==> src/rtl/pipeline_pkg.sv <==
// Shared pipeline types: forwarding selects, MDU occupancy states and the
// helper that decides whether a later stage's destination matches a source.
package pipeline_pkg;

    localparam int MDU_CNT_W = 6;

    typedef logic [MDU_CNT_W-1:0] mdu_cnt_t;

    typedef enum logic [1:0] {
        FWD_NONE = 2'b00,
        FWD_WB   = 2'b01,
        FWD_MEM  = 2'b10
    } fwd_sel_e;

    typedef enum logic {
        MDU_IDLE = 1'b0,
        MDU_BUSY = 1'b1
    } mdu_state_e;

    // Register 0 is hardwired to zero, so a write to it never produces a hazard.
    function automatic logic reg_hit(input logic       we,
                                     input logic [4:0] wr,
                                     input logic [4:0] src);
        return we && (wr != 5'd0) && (wr == src);
    endfunction

    function automatic fwd_sel_e fwd_select(input logic [4:0] src,
                                            input logic       rw_m,
                                            input logic [4:0] wr_m,
                                            input logic       rw_w,
                                            input logic [4:0] wr_w);
        if (reg_hit(rw_m, wr_m, src))
            return FWD_MEM;
        else if (reg_hit(rw_w, wr_w, src))
            return FWD_WB;
        else
            return FWD_NONE;
    endfunction

endpackage

==> src/rtl/mdu_occupancy.sv <==
// Tracks how long the multiply/divide unit stays occupied after an issue;
// a new issue always reloads the counter, even mid-operation.
module mdu_occupancy
    import pipeline_pkg::*;
#(
    parameter int MULT_CYCLES = 4,
    parameter int DIV_CYCLES  = 32
) (
    input  logic clk,
    input  logic rst,
    input  logic mdu_start_e,
    input  logic mdu_is_div_e,
    output logic mdu_busy
);

    localparam mdu_cnt_t MULT_LOAD = mdu_cnt_t'(MULT_CYCLES - 1);
    localparam mdu_cnt_t DIV_LOAD  = mdu_cnt_t'(DIV_CYCLES - 1);

    mdu_state_e r_state;
    mdu_cnt_t   r_count;
    mdu_cnt_t   w_load;

    assign w_load   = mdu_is_div_e ? DIV_LOAD : MULT_LOAD;
    assign mdu_busy = (r_state == MDU_BUSY);

    // NOTE: sequential state uses non-blocking assignments so every register
    // samples the pre-edge values regardless of statement order.
    always_ff @(posedge clk) begin
        if (rst) begin
            r_state <= MDU_IDLE;
            r_count <= '0;
        end else if (mdu_start_e) begin
            r_state <= MDU_BUSY;
            r_count <= w_load;
        end else if (r_state == MDU_BUSY) begin
            if (r_count == '0)
                r_state <= MDU_IDLE;
            else
                r_count <= r_count - mdu_cnt_t'(1);
        end
    end

endmodule

==> src/rtl/hazard_controller.sv <==
// Pipeline hazard unit: operand forwarding, load/branch/MDU stalls, control
// flushes and a saturating count of stalled cycles.
module hazard_controller
    import pipeline_pkg::*;
#(
    parameter int MULT_CYCLES = 4,
    parameter int DIV_CYCLES  = 32
) (
    input  logic        clk,
    input  logic        rst,
    input  logic [4:0]  rs_d,
    input  logic [4:0]  rt_d,
    input  logic [4:0]  rs_e,
    input  logic [4:0]  rt_e,
    input  logic [4:0]  write_reg_e,
    input  logic [4:0]  write_reg_m,
    input  logic [4:0]  write_reg_w,
    input  logic        reg_write_e,
    input  logic        reg_write_m,
    input  logic        reg_write_w,
    input  logic        mem_to_reg_e,
    input  logic        mem_to_reg_m,
    input  logic        branch_d,
    input  logic        pc_src_d,
    input  logic        jump_d,
    input  logic        hilo_read_d,
    input  logic        mdu_start_e,
    input  logic        mdu_is_div_e,
    output logic        stall_f,
    output logic        stall_d,
    output logic        flush_d,
    output logic        flush_e,
    output logic        forward_a_d,
    output logic        forward_b_d,
    output logic [1:0]  forward_a_e,
    output logic [1:0]  forward_b_e,
    output logic        mdu_busy,
    output logic [31:0] stall_count
);

    logic        w_lw_stall;
    logic        w_br_stall;
    logic        w_mdu_stall;
    logic        w_stall;
    logic        w_mdu_busy;
    logic [31:0] r_stall_count;

    mdu_occupancy #(
        .MULT_CYCLES (MULT_CYCLES),
        .DIV_CYCLES  (DIV_CYCLES)
    ) u_mdu_occupancy (
        .clk          (clk),
        .rst          (rst),
        .mdu_start_e  (mdu_start_e),
        .mdu_is_div_e (mdu_is_div_e),
        .mdu_busy     (w_mdu_busy)
    );

    assign forward_a_e = fwd_select(rs_e, reg_write_m, write_reg_m, reg_write_w, write_reg_w);
    assign forward_b_e = fwd_select(rt_e, reg_write_m, write_reg_m, reg_write_w, write_reg_w);
    assign forward_a_d = reg_hit(reg_write_m, write_reg_m, rs_d);
    assign forward_b_d = reg_hit(reg_write_m, write_reg_m, rt_d);

    assign w_lw_stall  = mem_to_reg_e && ((rt_e == rs_d) || (rt_e == rt_d));
    // A branch resolved in decode needs its operands final: an ALU result still
    // in execute, or load data not yet back from memory, forces a wait.
    assign w_br_stall  = branch_d &&
                         (reg_hit(reg_write_e, write_reg_e, rs_d) ||
                          reg_hit(reg_write_e, write_reg_e, rt_d) ||
                          reg_hit(mem_to_reg_m, write_reg_m, rs_d) ||
                          reg_hit(mem_to_reg_m, write_reg_m, rt_d));
    assign w_mdu_stall = hilo_read_d && (w_mdu_busy || mdu_start_e);
    assign w_stall     = w_lw_stall || w_br_stall || w_mdu_stall;

    assign stall_f  = w_stall;
    assign stall_d  = w_stall;
    assign flush_e  = w_stall;
    // Left unmasked by stall; the decode register qualifies its clear itself.
    assign flush_d  = pc_src_d || jump_d;
    assign mdu_busy = w_mdu_busy;

    always_ff @(posedge clk) begin
        if (rst)
            r_stall_count <= '0;
        else if (w_stall && (r_stall_count != '1))
            r_stall_count <= r_stall_count + 32'd1;
    end

    assign stall_count = r_stall_count;

endmodule

==> config.mk <==
export PLATFORM = sky130hd
export DESIGN_NAME = hazard_controller
export DESIGN_NICKNAME = d
export VERILOG_FILES = /design/src/rtl/pipeline_pkg.sv /design/src/rtl/mdu_occupancy.sv /design/src/rtl/hazard_controller.sv
export SDC_FILE = /design/constraint.sdc
export NUM_CORES = 1
export LEC_CHECK = 0
export CORE_MARGIN = 2
export CORE_UTILIZATION = 50
export DETAILED_ROUTE_END_ITERATION = 12
export HOLD_SLACK_MARGIN = 0.1
export PLACE_DENSITY = 0.84
export SYNTH_ARGS = -nofsm -noshare
export SYNTH_HDL_FRONTEND = slang
export SYNTH_SLANG_ARGS = --single-unit
==> constraint.sdc <==
create_clock -name clk -period 6.74 [get_ports clk]
set_input_delay 1.348 -clock clk [delete_from_list [all_inputs] [get_ports clk]]
set_output_delay 1.348 -clock clk [all_outputs]
set_load 0.01 [all_outputs]
## After elaboration in Yosys (flattened, before gate mapping)

Index checks and enable logic that the tools add are counted.

- Output and inout port bits: 43
- Input port bits: 48
- Flip-flop bits (word level): 39
- Word-level logic and storage cells: 60

- Muxes and demuxes: 11
- $add $sub $neg: 2
- Reductions and logical operators: 32
- Eq/ne operators: 12

Operators with widths:

| operator | number |
|---|---|
| $eq 5x5->1 | 10 |
| $add 32x1->32 const B | 1 |
| $ne 32x32->1 const B | 1 |
| $logic_and 1x1->1 | 18 |
| $mux 6 | 3 |
| $reduce_bool 5->1 | 3 |
| $logic_or 1x1->1 | 8 |
| $logic_not 6->1 | 1 |
| $sub 6x1->6 const B | 1 |
| $mux 1 | 5 |
| $mux 5 | 1 |
| $mux 2 | 2 |
| $ne 2x2->1 const B | 1 |
| $reduce_and 2->1 | 1 |
| $reduce_bool 2->1 | 1 |

## Longest topological paths before layout

Gate-level depths: netlist of the first run.

- Depth in word-level cells: 10
- Depth in mapped cells: 10
- Gate-level depth less buffers: 9

## Cells and area by module

From an unflattened synthesis of the first run, not the netlist that was laid out.

- Cells, all modules: 342
- Area, all modules: 2867.8 µm²

By module, submodules not included:

| module | cells each | sequential area each (µm²) | area each (µm²) | instances |
|---|---|---|---|---|
| hazard_controller | 301 | 640.6 | 2466.1 | 1 |
| mdu_occupancy | 41 | 140.1 | 401.6 | 1 |

## Worst setup path before layout of the first run

No wires, ideal clock.

- Kind: in2out
- From: input write_reg_m[1]
- To: output forward_a_e[0]
- Required time: 5.392 ns
- Stages on the path: 5
- Arrival time: 2.963 ns
- Buffers on the path: 1
- Path slack: 2.429 ns
- Cell sequence: clkbuf_1 or4_1 o21ai_0 nor4_1 nor4_1

- Cells in the longest elaborated chain, start to end: 4
- Elaborated cells between the ends (all ways): 5
- Classes of those cells: eq/ne (1); mux (1); reduce/logical (3)

Ends and longest elaborated chain:

| what | line | source |
|---|---|---|
| start: declaration | hazard_controller.sv:16 | `input logic [4:0] write_reg_m,` |
| $reduce_bool 5->1 | pipeline_pkg.sv:24 | `return we && (wr != 5'd0) && (wr == src);` |
| $logic_and 1x1->1 | pipeline_pkg.sv:24 |  |
| $logic_and 1x1->1 (*) | pipeline_pkg.sv:24 |  |
| $mux 2 (*) | pipeline_pkg.sv:32 | `if (reg_hit(rw_m, wr_m, src))` |
| end: declaration | hazard_controller.sv:35 | `output logic [1:0] forward_a_e,` |

Mark *: on every way between the ends. The rest lies on a longest branch, timed or not.

## Worst setup path after layout of the first run

- From: input write_reg_e[0]
- To: output flush_e

- Cells in the longest elaborated chain, start to end: 9
- Elaborated cells between the ends (all ways): 12
- Classes of those cells: eq/ne (2); reduce/logical (10)

Ends and longest elaborated chain:

| what | line | source |
|---|---|---|
| start: declaration | hazard_controller.sv:15 | `input logic [4:0] write_reg_e,` |
| $reduce_bool 5->1 | pipeline_pkg.sv:24 |  |
| $logic_and 1x1->1 (2 in a row) | pipeline_pkg.sv:24 |  |
| $logic_or 1x1->1 (*) | hazard_controller.sv:68 | `(reg_hit(reg_write_e, write_reg_e, rs_d) \|\|` |
| $logic_or 1x1->1 (*) | hazard_controller.sv:69 | `reg_hit(reg_write_e, write_reg_e, rt_d) \|\|` |
| $logic_or 1x1->1 (*) | hazard_controller.sv:70 | `reg_hit(mem_to_reg_m, write_reg_m, rs_d) \|\|` |
| $logic_and 1x1->1 (*) | hazard_controller.sv:67 | `assign w_br_stall = branch_d &&` |
| $logic_or 1x1->1 (*) (2 in a row) | hazard_controller.sv:73 | `assign w_stall = w_lw_stall \|\| w_br_stall \|\| w_mdu_stall;` |
| end: declaration | hazard_controller.sv:32 | `output logic flush_e,` |

Marks and branches as above.

==> results.md, run 1 <==
* Outcome: finished, final reports clean
* Cells after Synth at 345
* RSZ-0062 raised after global routing: no
* Slew HR at 0.5657
* H-tree levels at 2
* Met1 Use GR at 0.3154
* Die footprint at 6165 µm²
* Unique cell type count in the Yosys netlist at 42
* Grt ovf at 0
* Vias per std cell at 5.668
* Nets at 472
* GRT Total Usage at 0.2423
* DRT Pass-1 Iters at 4
* Num Clock Sinks at 39
* Post-synth top area share at 0.2812
* Min cycle time layout at 5.276 ns
* Syn Area/Cell at 8.048 µm²
* Seq/Total Area, Yosys at 0.2812
* EDFF count, synth at 0
* Initial antenna violation count at 0
* Util after Layout at 0.6950
* Final wirelength at 7.451 mm
* Die Y at 78.52 µm
* WP data required at 5.39 ns
* Tightest Hold Check Type: flop to flop
* Detail Placement HPWL at 5.513 mm
* Cell accounting for the most synthesized area: dfxtp_1
* Fmax at 189.5 MHz
* Cells resized by post-CTS repair at 0
* # diodes at 0
* Number of global-route vias before repair at 2694
* Yosys warning count at 0
* Pwr/cell area at 156.7 nW/µm²
* Initial Util at 0.5105
* CTS root buf: clkbuf_8
* Iter 0 DRT Violations at 133
* P_leak at 0.001298 µW
* Drt drc at 0
* Ys flop type: dfxtp_1
* Core ar. at 5439 µm²
* Final setup vio count at 0
* Setup TNS at 0 ns
* Final ANT Viol Nets at 0
* Syn nets at 396
* Via Count at 2800
* Max Cap Violations at 0
* CTS buffer count at 5
* Crit Path Max Fanout at 45
* Critical path class: input pin to output port
* Peak VDD IR at 119.9 µV
* I/O pin count at 91
* CP arrival at 3.93 ns
* Die width at 78.52 µm
* Rows at 27
* CP Capture Type: output port
* Final Cycle Share at 0.7828
* Fillers at 473
* RePlAce Congestion at 0.8764
* Global-route met2 utilization at 0.4103
* Met3 global-route usage at 0.04943
* Mapped Area at 2776 µm²
* Port buffer count at 90
* Reg clk slew, reported paths at 0.07 ns
* Synthesized flop and latch total at 39
* DR WL/cell at 15.08 µm
* Worst skew pair latency at 0.29 ns
* Worst hold margin at 0.5083 ns
* Asr flop ratio synth at 0
* Startpoint class of the critical path: input pin
* Ranking of synthesized cells by area: dfxtp_1 28%, xnor2_1 11%, xor2_1 6.0%, mux2_2 5.7%, a21oi_1 4.5%
* Largest net degree at the start of global routing at 53
* Layout cell share with drive strength beyond 1 at 0.06161
* Busiest layer in global routing: met2
* Pre-CTS setup slack at 1.486 ns
* CTS tree: yes
* First-pass GRT wire length at 12.43 mm
* Worst clock skew at 0.007011 ns
* Count of final hold-check violations at 0
* Final worst slack at 1.464 ns
* CTS max path bufs at 2
* Layout area overhead at 36.14%
* Hold Buf Count CTS at 0
* Post-CTS Setup Bufs at 0
* Least-Margin Pin Slew at 0.6495 ns
* Max Slew Vio Count at 0
flip-flops by register name, indices dropped and copies added, names as in the netlist:
name and count:
u_mdu_occupancy.mdu_busy 1, u_mdu_occupancy.r_count 6, stall_count 32
layout make-up:
cell class                 count  area [µm²]  share of cell area
sequential                    39       780.7              0.2066
multi-input combinational    276        1834              0.4853
inverter                       7       26.28            0.006951
clock inverter                 2       60.06             0.01589
clock buffer                   6       72.57             0.01920
timing repair buffer          92       915.9              0.2423
tap                           72       90.09             0.02383
per-stage QoR:
step	total power, µW	std cells	cell area (µm²)
after floorplan	313.3	345	2776
after global placement	360.4	486	3647
after detailed placement	364.5	486	3647
after CTS	594.8	494	3780
after global routing	619.2	494	3780
final	592.4	494	3780
cell usage in the layout, fill, tap and decap left out, drive strengths merged, types with 9 or more instances in the layout:
cell type      count
nor2              26
nor3               9
dfxtp             39
o21ai             14
clkdlybuf4s50     90
or3               11
mux2              15
xnor2             34
nand4             11
nor4              10
or4               11
nor2b             15
nand3             23
a21oi             25
nand2             12
xor2              19
final timing paths:
check,startpoint,end,slack [ns],depth (start not counted)
worst max-delay path,write_reg_e[0],flush_e,1.46,8
worst min-delay path,stall_count[27],stall_count[27],0.51,2
worst max register to register,stall_count[0],stall_count[14],3.75,8
worst min register to register,stall_count[27],stall_count[27],0.51,2
routing by layer:
| metal | wire (µm) | vias up |
|---|---|---|
| li1 | - | 1395 |
| met1 | 3274 | 1290 |
| met2 | 3558 | 104 |
| met3 | 533 | 11 |
| met4 | 85 | 0 |
| met5 | 0 | - |
report_power, final:
part	switching (µW)	internal (µW)
clock	84.3	148
combinational	58.7	62.2
sequential	4.53	235
Yosys cell counts (5+ instances only):
cell,instances
nor2b_1,15
or4_1,11
nand2_1,12
inv_1,6
and3_1,7
buf_6,5
or3_1,11
dfxtp_1,39
mux2_2,14
nor3_1,8
and4_1,7
nor2_1,26
xor2_1,19
nand3_1,23
o21ai_0,13
clkbuf_1,12
nand4_1,11
nor4_1,10
xnor2_1,34
a21oi_1,25
o31ai_1,7
critical path: stages:
cell and delay, ns:
clkdlybuf4s50_1 0.48, or3_1 0.41, o311a_1 0.30, a22oi_1 0.15, o311a_1 0.19, buf_4 0.35
inv_2 0.14, clkdlybuf4s50_1 0.53
kinds of logic (layout without fill, tap and decap cells):
kind of cell               Yosys count  count (layout)  share of synthesized area
DFF                                 39              39                     0.2812
AOI/OAI and AO/OA                   54              54                     0.1109
xor gates and xnor gates            53              53                     0.1672
buffers and inverters               30             107                    0.05813
adders and majority gates            3               3                    0.01352
and+or+nand+nor                    151             151                     0.3083
muxes                               15              15                    0.06084
(Power assumes the default switching activity.)
==> run 2: changes to the inputs <==
CORE_UTILIZATION = 42   (was 50)
PLACE_DENSITY = 0.75   (was 0.84)
clock period = 4.5 ns   (was 6.74 ns; I/O delays follow)
==> run 2 against run 1 <==
  * Final cell count grew 1.6%
  * Wire length grew 2.0%
  * Cell area grew 0.36%
  * Sequential share of layout area shrank 0.075 points
  * Highest routed layer unchanged
  * Via count shrank 0.46%
==> results.md, run 2 (synthesis results as in run 1) <==
* Port buffer count at 90 (unchanged)
* Vias per std cell at 5.552 (was 5.668)
* Pwr/cell area at 223.9 nW/µm² (was 156.7 nW/µm²)
* P_leak at 0.001308 µW (was 0.001298 µW)
* Final setup vio count at 0 (unchanged)
* Worst clock skew at 0.005753 ns (was 0.007011 ns)
* Num Clock Sinks at 39 (unchanged)
* # diodes at 0 (unchanged)
* Die Y at 85.31 µm (was 78.52 µm)
* Startpoint class of the critical path: input pin (unchanged)
* Power, Total at 849.6 µW (was 592.4 µW)
* CTS root buf: clkbuf_8 (unchanged)
* Flop-to-flop setup slack at 1.55 ns (was 3.75 ns)
* Max Cap Violations at 0 (unchanged)
* Final wirelength at 7.599 mm (was 7.451 mm)
* Rows at 29 (was 27)
* Number of flip-flops in the largest register at 32 (unchanged)
* DRT Pass-1 Iters at 4 (unchanged)
* Crit Path Max Fanout at 5 (was 45)
* Drt drc at 0 (unchanged)
* Final Cycle Share at 0.9484
* Setup TNS at 0 ns (unchanged)
* Least-Margin Pin Slew at 0.6388 ns (was 0.6495 ns)
* Multi-input logic area at 1834 µm² (unchanged)
* GRT Total Usage at 0.2094 (was 0.2423)
* Iter 0 DRT Violations at 158 (was 133)
* Reg area at 780.7 µm² (unchanged)
* Final ANT Viol Nets at 0 (unchanged)
* CTS buffer count at 5 (unchanged)
* Cells resized by post-CTS repair at 0 (unchanged)
* Worst skew pair latency at 0.29 ns (about the same)
* Initial antenna violation count at 0 (unchanged)
* DR WL/cell at 15.14 µm (was 15.08 µm)
* Slew HR at 0.5729 (was 0.5657)
* H-tree levels at 2 (unchanged)
* First-pass GRT wire length at 12.43 mm (about the same)
* Max Slew Vio Count at 0 (unchanged)
* Largest net degree at the start of global routing at 53 (unchanged)
* Reg clk slew, reported paths at 0.07 ns (about the same)
* CP arrival at 3.37 ns (was 3.93 ns)
* Fillers at 599 (was 473)
* Min cycle time layout at 4.268 ns
* Detail Placement HPWL at 5.584 mm (was 5.513 mm)
* Grt ovf at 0 (unchanged)
* Count of final hold-check violations at 0 (unchanged)
* Final worst slack at 0.2321 ns (was 1.464 ns)
* Nets at 475 (was 472)
* Commonest non-fill, non-tap cell in the layout: clkdlybuf4s50_1 (unchanged)
* WP data required at 3.60 ns (was 5.39 ns)
* Initial Util at 0.4348 (was 0.5105)
* CTS tree: yes (unchanged)
* Die width at 85.31 µm (was 78.52 µm)
* Critical path class: input pin to output port (unchanged)
* Die footprint at 7277 µm² (was 6165 µm²)
* Fmax at 234.3 MHz
* Outcome: finished, final reports clean (unchanged)
* CTS max path bufs at 2 (unchanged)
* Post-CTS Setup Bufs at 0 (unchanged)
* Pre-CTS setup slack at 0.2729 ns (was 1.486 ns)
* Layout area overhead at 36.64% (was 36.14%)
* I/O pin count at 91 (unchanged)
* RSZ-0062 raised after global routing: no (unchanged)
* Tightest Hold Check Type: flop to flop (unchanged)
* Most frequent cells in the layout: 90 x clkdlybuf4s50_1, 39 x dfxtp_1, 34 x xnor2_1 (unchanged)
* Hold Buf Count CTS at 0 (unchanged)
* Via Count at 2787 (was 2800)
* RePlAce Congestion at 0.8503 (was 0.8764)
* Core ar. at 6386 µm² (was 5439 µm²)
* CP Capture Type: output port (unchanged)
* Peak VDD IR at 155.7 µV (was 119.9 µV)
* Layout cell share with drive strength beyond 1 at 0.07059 (was 0.06161)
* Number of global-route vias before repair at 2579 (was 2694)
## run 2: cell types whose count changed in the layout (fill, tap and decap cells not counted), sizes merged
cell	delta
buf	+3
bufinv	-1
clkinv	+1
## run 2: worst max-delay path, cell delays in order
cell	delay, ns
clkdlybuf4s50_1	0.53
or4_1	0.46
o21ai_0	0.40
nor4_1	0.14
nor4_1	0.33
clkdlybuf4s50_1	0.60
## run 2: report_power, final
part / switching (µW) / internal, µW
sequential: 6.84 / 352
combinational: 88.0 / 95.2
clock: 129 / 180
total: 223 / 626
## run 2: per-layer routing
layer  up-vias  routed length [µm]  track usage
met5         -                   0            0
met1      1289                3670       0.3007
met4         0                  80      0.05772
met3         8                 440      0.04377
li1       1399                   -            -
met2        91                3408       0.3175
## run 2: area by class of cell
cell class | instances | area share
repair buffers | 95 | 0.2474
multi-input cells | 276 | 0.4835
inverters | 7 | 0.006926
flip-flops and latches | 39 | 0.2058
clock buffers | 6 | 0.02177
well taps | 77 | 0.02540
clock inverters | 2 | 0.009235
## run 2: path summary, 6_finish.rpt
path / from / endpoint / cells after the start
worst min-delay path: stall_count[27] / stall_count[27] / 2
worst max register to register: stall_count[0] / stall_count[16] / 8
worst min register to register: stall_count[27] / stall_count[27] / 2
worst max-delay path: write_reg_m[4] / forward_a_e[0] / 6
## run 2: stage by stage
stage	hold slack (ns)	util	instance area [µm²]	cells
2_1_floorplan	0.5053	-	2776	345
3_3_place_gp	0.4868	0.5756	3676	494
3_5_place_dp	0.5024	0.5756	3676	494
4_1_cts	0.5135	0.5940	3794	502
5_1_grt	0.5476	0.5940	3794	502
6_report	0.5111	0.5940	3794	502
==> run 3: changes to the inputs <==
CORE_UTILIZATION = 43   (was 42)
CTS_BUF_LIST = sky130_fd_sc_hd__clkbuf_4   (was default)
PLACE_DENSITY = 0.77   (was 0.75)
SLEW_MARGIN = 10   (was default)
==> run 3 against run 2 <==
  * Cell area is 0.96% lower
  * Register-to-register slack about the same
  * Die area shrank 2.2%
  * Via count up 1.7%
  * Clock power shrank 24%
  * Non-clock buffer count unchanged
  * Power shrank 8.6%
  * Critical endpoint is now forward_b_e[0]
  * Wire length fell by 1.3%
  * Worst hold slack about the same
==> results.md, run 3 (synthesis results as in run 1) <==
* Outcome: finished, final reports clean (unchanged)
* Layout cell share with drive strength beyond 1 at 0.07059 (unchanged)
* Nets at 475 (unchanged)
* Number of global-route vias before repair at 2766 (was 2579)
* CP startpoint: write_reg_m[4] (unchanged)
* CP max stage cell: clkdlybuf4s50_1 (unchanged)
* CP arrival at 3.34 ns (was 3.37 ns)
* Final ANT Viol Nets at 0 (unchanged)
* Largest net degree at the start of global routing at 45 (was 53)
* Hold Buf Count CTS at 0 (unchanged)
* Startpoint class of the critical path: input pin (unchanged)
* Drt drc at 0 (unchanged)
* Worst clock skew at 0.01270 ns (was 0.005753 ns)
* Commonest non-fill, non-tap cell in the layout: clkdlybuf4s50_1 (unchanged)
* Grt ovf at 0 (unchanged)
* Die footprint at 7116 µm² (was 7277 µm²)
* Tightest Hold Check Type: flop to flop (unchanged)
* Detail Placement HPWL at 5.748 mm (was 5.584 mm)
* Final worst slack at 0.2572 ns (was 0.2321 ns)
* Core ar. at 6314 µm² (was 6386 µm²)
* R2R cell count at 8 (unchanged)
* Least-Margin Pin Slew at 0.6401 ns (was 0.6388 ns)
* Rows at 29 (unchanged)
* Hold Crit Depth at 2 (unchanged)
* First-pass GRT wire length at 12.79 mm (was 12.43 mm)
* Slew HR at 0.5719 (was 0.5729)
* Critical path class: input pin to output port (unchanged)
* DRT Pass-1 Iters at 4 (unchanged)
* Fin cells at 502 (unchanged)
* Startpoint of the worst-slack reg-to-reg timing path: stall_count[0] (unchanged)
* Most frequent cells in the layout: 90 x clkdlybuf4s50_1, 39 x dfxtp_1, 34 x xnor2_1 (unchanged)
* Peak VDD IR at 173.9 µV (was 155.7 µV)
* Placed cells at 494 (unchanged)
* Max Cap Violations at 0 (unchanged)
* Worst skew pair latency at 0.35 ns (was 0.29 ns)
* Count of final hold-check violations at 0 (unchanged)
* Final wirelength at 7.499 mm (was 7.599 mm)
* Number of flip-flops in the largest register at 32 (unchanged)
* Pre-CTS setup slack at 0.2508 ns (was 0.2729 ns)
* I/O pin count at 91 (unchanged)
* DR WL/cell at 14.94 µm (was 15.14 µm)
* CP Capture Type: output port (unchanged)
* Port buffer count at 90 (unchanged)
* Max Slew Vio Count at 0 (unchanged)
* Cells resized by post-CTS repair at 0 (unchanged)
* Die width at 84.36 µm (was 85.31 µm)
* Worst-path cell chain: clkdlybuf4s50_1 > or4_1 > o21ai_0 > nor4_1 > nor4_1 > clkdlybuf4s50_1 (unchanged)
* Iter 0 DRT Violations at 158 (unchanged)
* Min cycle time layout at 4.243 ns (was 4.268 ns)
* H-tree levels at 2 (unchanged)
* Num Clock Sinks at 39 (unchanged)
* Crit Path Max Fanout at 5 (unchanged)
* Via Count at 2835 (was 2787)
* Initial Util at 0.4398 (was 0.4348)
* Slowest stage delay, CP at 0.59 ns (was 0.60 ns)
* Fillers at 577 (was 599)
* Reg clk slew, reported paths at 0.11 ns (was 0.07 ns)
* Final Cycle Share at 0.9429 (was 0.9484)
* Layout area overhead at 35.33% (was 36.64%)
* Fmax at 235.7 MHz (was 234.3 MHz)
* CTS tree: yes (unchanged)
* Final setup vio count at 0 (unchanged)
* Setup TNS at 0 ns (unchanged)
* Pwr/cell area at 206.7 nW/µm² (was 223.9 nW/µm²)
* Vias per std cell at 5.647 (was 5.552)
* Util after Layout at 0.5951 (was 0.5940)
* Post-CTS Setup Bufs at 0 (unchanged)
* P_leak at 0.001292 µW (was 0.001308 µW)
* CTS buffer count at 5 (unchanged)
* WP data required at 3.60 ns (about the same)
* CTS root buf: clkbuf_4 (was clkbuf_8)
* GRT Total Usage at 0.2145 (was 0.2094)
* RePlAce Congestion at 0.8504 (was 0.8503)
* Die Y at 84.36 µm (was 85.31 µm)
* RSZ-0062 raised after global routing: no (unchanged)
* Hold wc startpoint: stall_count[29] (was stall_count[27])
* CTS max path bufs at 2 (unchanged)
* # diodes at 0 (unchanged)
* Initial antenna violation count at 0 (unchanged)
## run 3: changes by cell type in the layout (fill, tap and decap cells not counted)
cell / delta
clkinv_4: +1
clkbuf_4: +5
clkbuf_8: -6
## run 3: layer usage
layer | part of all wire | wire, µm | up-vias | track usage
li1 | - | - | 1399 | -
met1 | 0.46 | 3469 | 1348 | 0.2785
met2 | 0.48 | 3576 | 73 | 0.3658
met3 | 0.037 | 280 | 15 | 0.03441
met4 | 0.023 | 173 | 0 | 0.06782
met5 | 0 | 0 | - | 0
## run 3: path summary, 6_finish.rpt
path | endpoint | slack (ns)
hold reg to reg | stall_count[29] | 0.51
hold / removal | stall_count[29] | 0.51
setup reg to reg | stall_count[12] | 1.55
setup / recovery | forward_b_e[0] | 0.26
## run 3: layout make-up
| type | instances | area (µm²) | share of cell area |
|---|---|---|---|
| clock inverters | 3 | 43.79 | 0.01166 |
| well taps | 77 | 96.34 | 0.02564 |
| inverters | 7 | 26.28 | 0.006993 |
| multi-input cells | 276 | 1834 | 0.4882 |
| clock buffers | 5 | 37.54 | 0.009990 |
| repair buffers | 95 | 938.4 | 0.2498 |
| flip-flops and latches | 39 | 780.7 | 0.2078 |
## run 3: report_power, final
part	switching, µW	internal, µW
Clock	117	117
Combinational	88.7	95.0
Sequential	7.12	352
## run 3: critical path, delay by kind of cell
kind | cells | cell delay (ns)
AOI/OAI and AO/OA | 1 | 0.39
and+or+nand+nor | 3 | 0.90
buffers and inverters | 2 | 1.15
## run 3: per-stage QoR
stage / hold slack, ns / power (µW) / area [µm²]
5_1_grt: 0.5402 / 818.8 / 3757
3_3_place_gp: 0.4851 / 543.8 / 3676
6_report: 0.5109 / 776.6 / 3757
3_5_place_dp: 0.4960 / 549.0 / 3676
2_1_floorplan: 0.5053 / 469.3 / 2776
4_1_cts: 0.5124 / 783.4 / 3757
